<file path="config.mk">
export PLATFORM = sky130hd
export DESIGN_NAME = muldiv_sequencer
export DESIGN_NICKNAME = d
export VERILOG_FILES = /design/src/rtl/muldiv_sequencer.sv
export SDC_FILE = /design/constraint.sdc
export NUM_CORES = 1
export LEC_CHECK = 0
export CAP_MARGIN = 20
export CELL_PAD_IN_SITES_DETAIL_PLACEMENT = 0
export CELL_PAD_IN_SITES_GLOBAL_PLACEMENT = 1
export CORE_MARGIN = 2
export CORE_UTILIZATION = 25
export CTS_BUF_LIST = sky130_fd_sc_hd__clkbuf_2
export CTS_CLUSTER_SIZE = 12
export DETAILED_ROUTE_END_ITERATION = 10
export GPL_TIMING_DRIVEN = 1
export PLACE_DENSITY = 0.6
export SETUP_SLACK_MARGIN = 0.3
export SYNTH_ARGS = -nofsm -noshare
export SYNTH_HDL_FRONTEND = slang
export SYNTH_SLANG_ARGS = --single-unit
</file>
<file path="constraint.sdc">
create_clock -name clk -period 2 [get_ports clk]
set_clock_uncertainty 0.05 [all_clocks]
set_input_delay 0.2 -clock clk [delete_from_list [all_inputs] [get_ports clk]]
set_output_delay 0.2 -clock clk [all_outputs]
set_load 0.005 [all_outputs]
</file>
<file path="src/rtl/muldiv_sequencer.sv">
// muldiv_sequencer: steps the shared multiply/divide engine through load, WIDTH iterations, optional sign fix and HI/LO write.
// Define MULDIV_SIGNFIX_EN to route DIV through the FIX state; otherwise eng_fix is tied low.
module muldiv_sequencer #(
    parameter int WIDTH = 32,
    parameter int CNT_W = 6
) (
    input  logic             clk,
    input  logic             reset,
    input  logic             start,
    input  logic             mult_or_div,
    input  logic             divisor_zero,
    input  logic             flush,
    output logic             busy,
    output logic             done,
    output logic             div0,
    output logic             eng_sel,
    output logic             eng_load,
    output logic             eng_step,
    output logic             eng_fix,
    output logic             hi_write,
    output logic             lo_write,
    output logic [CNT_W-1:0] iter_count
);
    typedef enum logic [2:0] {IDLE, LOAD, ITER, FIX, WRITE, ERR} state_t;
    localparam logic [CNT_W-1:0] LAST = CNT_W'(WIDTH - 1);
`ifdef MULDIV_SIGNFIX_EN
    localparam logic FIX_EN = 1'b1;
    logic fix_q;
`else
    localparam logic FIX_EN = 1'b0;
`endif
    state_t state, nxt;
    logic load_q, step_q, write_q, err_q, busy_q;

    always_comb begin
        nxt = IDLE;
        if (!flush)
            unique case (state)
                IDLE:    nxt = start ? ((mult_or_div && divisor_zero) ? ERR : LOAD) : IDLE;
                LOAD:    nxt = ITER;
                ITER:    nxt = (iter_count == LAST) ? ((FIX_EN && eng_sel) ? FIX : WRITE) : ITER;
                FIX:     nxt = WRITE;
                default: nxt = IDLE;
            endcase
    end

    // Strobe flags are registered from the next state so each output is a flop masked only by flush.
    always_ff @(posedge clk or posedge reset) begin
        if (reset) begin
            state      <= IDLE;
            iter_count <= '0;
            eng_sel    <= 1'b0;
            load_q     <= 1'b0;
            step_q     <= 1'b0;
            write_q    <= 1'b0;
            err_q      <= 1'b0;
            busy_q     <= 1'b0;
`ifdef MULDIV_SIGNFIX_EN
            fix_q      <= 1'b0;
`endif
        end else begin
            state   <= nxt;
            load_q  <= nxt == LOAD;
            step_q  <= nxt == ITER;
            write_q <= nxt == WRITE;
            err_q   <= nxt == ERR;
            busy_q  <= nxt != IDLE;
`ifdef MULDIV_SIGNFIX_EN
            fix_q   <= nxt == FIX;
`endif
            if (state == IDLE && start && !flush)
                eng_sel <= mult_or_div;
            if (flush || state == LOAD)
                iter_count <= '0;
            else if (state == ITER)
                iter_count <= (iter_count == LAST) ? '0 : iter_count + CNT_W'(1);
        end
    end

    assign busy     = busy_q;
    assign done     = write_q & ~flush;
    assign hi_write = write_q & ~flush;
    assign lo_write = write_q & ~flush;
    assign div0     = err_q & ~flush;
    assign eng_load = load_q & ~flush;
    assign eng_step = step_q & ~flush;
`ifdef MULDIV_SIGNFIX_EN
    assign eng_fix  = fix_q & ~flush;
`else
    assign eng_fix  = 1'b0;
`endif
endmodule

</file>
==> metrics <==
status=complete, no violations; slew margin rel.=0.6003; CTS tree=yes; FF/Latch Area=377.9 um2; ys flop type=dfrtp_1; FF+latch count, synth=15; Placed Area=0.001002 mm2; share of cells above drive strength 1=0.1313; Arr. time, crit path=1.73 ns; Top Ports=21; Nets=107; via count=642; Distinct cells, synth=33; antenna-violating nets left=0; total wire length=1.715 mm; CP cell instances=ha_1 > nand3_2 > o2111ai_2 > nor3_1 > a211o_1; CTS clock-pin slew for the worst setup and hold paths=0.16 ns; Final setup viols=0; hold slack final=0.1998 ns; Slew Limit Fails=0; first-pass GRT wire length=2.822 mm; syn_nets=89; initial antenna violation count=0; Residual DRC=0; worst hold path type=input pin to asynchronous set/reset pin; PostCTS Resize Cnt=2; num rows=20; critical path class=register to register; pwr/cell area=558.0 mW/mm2; drt pass-1 iters=4; clock buffer depth=2; CP Data Required Time=2.14 ns; synth-to-layout area growth=29.54%; CTS hold repair buffers=0; final-report hold violation count=0; max_cap viols=0; RD Place Congestion=0.6918; CP bufs+invs=0; Fill cells=328; via/cell ratio=4.490; Diodes inserted=0; Cells after Synth=82; # port buffers=19; total negative slack=0 ns; YS warnings=0; Die Ht=60.29 um; worst vdd ir=0.2213 mV; area of the multi-input gates=361.6 um2; CTS buffer count=3; synthesized cell area=792.0 um2; CP Launch Type=register; CTS Root Cell=clkbuf_2; Starting DRT DRC Count=20; number of flops mapped to enable cells by yosys=0; pin count of the biggest net entering global routing=16; Skew-Pair Late Insertion Delay=0.29 ns; postcts setup bufs=0; crit share post-route=0.7989; Remaining Overflow, GRT=0; Pwr Total=0.5725 mW; unrepaired setup endpoints after global routing=false; CP Capture Type=register; sequential share of the synthesized area=0.4739; core area=0.003028 mm2; die area=0.003634 mm2; Final min period=1.598 ns; Die Span X=60.29 um; asr flop ratio synth=1.000; cell leakage power=0.4377 nW; Post-Syn Area per Cell=9.659 um2; CP top delay family=compound AO/OA/AOI/OAI gates; GRT Util Overall=0.1077; HPWL after DPL=1.262 mm; Max Clock Freq=625.8 MHz; slowest stage delay, CP=0.44 ns; TritonCTS Sinks=15; vias in the first global route=607; slowest CP cell=dfrtp_2; Max FO, Critical Path=6; htree depth=1; Worst-Margin Slew=0.5988 ns; Initial Utilization=0.2616; Finished Cell Area=0.001026 mm2; WL per Instance=11.99 um
state kept, by name, summed over array words and instances, names as in the netlist:
| name | cells |
|---|---|
| busy | 1 |
| eng_sel | 1 |
| err_q | 1 |
| iter_count | 6 |
| load_q | 1 |
| state | 3 |
| step_q | 1 |
| write_q | 1 |
cells in the final DEF (no fill, tap or decap):
cell and n:
clkdlybuf4s50_1 18, dfrtp_1 13, o21ai_0 6, a21oi_1 6, nor2_1 5, nand2_1 5, inv_1 4, nor2b_1 4
nand3_1 3, nor3_1 3, clkbuf_2 3, and2_1 2, dfrtp_2 2, a21boi_0 1, and4bb_2 1, nor2_4 1
nand3_2 1, nand2b_1 1, o21ai_1 1, mux2i_1 1, a32oi_1 1, and3_1 1, o31a_1 1, nor2b_2 1
xor2_1 1, or3_1 1, o2111ai_2 1, a21o_1 1, mux2_2 1, a211o_1 1, nor4b_1 1, o211a_1 1
a22o_1 1, ha_1 1, conb_1 1, clkinv_2 1, dlygate4sd2_1 1, buf_4 1
synthesized netlist by cell type (2+ instances only):
| library cell | number | share of area |
|---|---|---|
| a21oi_1 | 6 | 0.038 |
| and2_1 | 2 | 0.016 |
| buf_2 | 4 | 0.025 |
| buf_4 | 3 | 0.028 |
| dfrtp_1 | 15 | 0.47 |
| inv_1 | 4 | 0.019 |
| nand2_1 | 5 | 0.024 |
| nand3_1 | 3 | 0.019 |
| nor2_1 | 5 | 0.024 |
| nor2b_1 | 5 | 0.039 |
| nor3_1 | 3 | 0.019 |
| o21ai_0 | 6 | 0.038 |
final cells by class:
cell class	instances	share of cell area
Sequential cell	15	0.3683
Multi-Input combinational cell	56	0.3524
Timing Repair Buffer	20	0.1915
Tap cell	44	0.05366
Clock buffer	3	0.01463
Inverter	4	0.01463
Clock inverter	1	0.004878
kinds of logic after synthesis:
group / Yosys count / synth area share
adder cells (fa/ha/maj): 1 / 0.01580
AND/OR/NAND/NOR: 30 / 0.2180
flip-flops: 15 / 0.4739
AO/OA/AOI/OAI: 21 / 0.1769
multiplexers: 2 / 0.02686
XOR/XNOR: 1 / 0.01106
buffers and inverters: 11 / 0.07266
other: 1 / 0.004735
layer usage:
layer  routed length, um  GRT usage
met3                  72    0.02165
met5                   0          0
met2                 784     0.1506
met1                 840     0.1541
met4                  18    0.05714
per-stage QoR:
step / cells / setup slack (ns) / util
5_1_grt: 143 / 0.3028 / 0.3388
4_1_cts: 143 / 0.3564 / 0.3380
3_3_place_gp: 139 / 0.2751 / 0.3310
2_1_floorplan: 82 / 0.5445 / -
6_report: 143 / 0.4022 / 0.3388
3_5_place_dp: 139 / 0.2431 / 0.3310
worst register-to-register path, delay by kind of cell (launching register included):
kind	cells	cell delay (ns)
AO/OA/AOI/OAI	2	0.58
flip-flops	1	0.44
adder cells (fa/ha/maj)	1	0.22
AND/OR/NAND/NOR	2	0.22
path summary, 6_finish.rpt:
path	startpoint	endpoint	slack, ns	cells after the start
worst max-delay path	iter_count[1]	iter_count[3]	0.40	5
worst min-delay path	reset	eng_sel	0.20	2
worst max register to register	iter_count[1]	iter_count[3]	0.40	5
worst min register to register	eng_sel	eng_sel	0.48	1
max in group asynchronous	reset	iter_count[0]	1.27	2
min in group clk	divisor_zero	err_q	0.41	3
power breakdown:
part | total [mW] | internal, mW | switching (mW)
Clock | 0.149 | 0.0453 | 0.104
Sequential | 0.336 | 0.319 | 0.0171
Combinational | 0.0872 | 0.0472 | 0.0400
(Power assumes the default switching activity.)
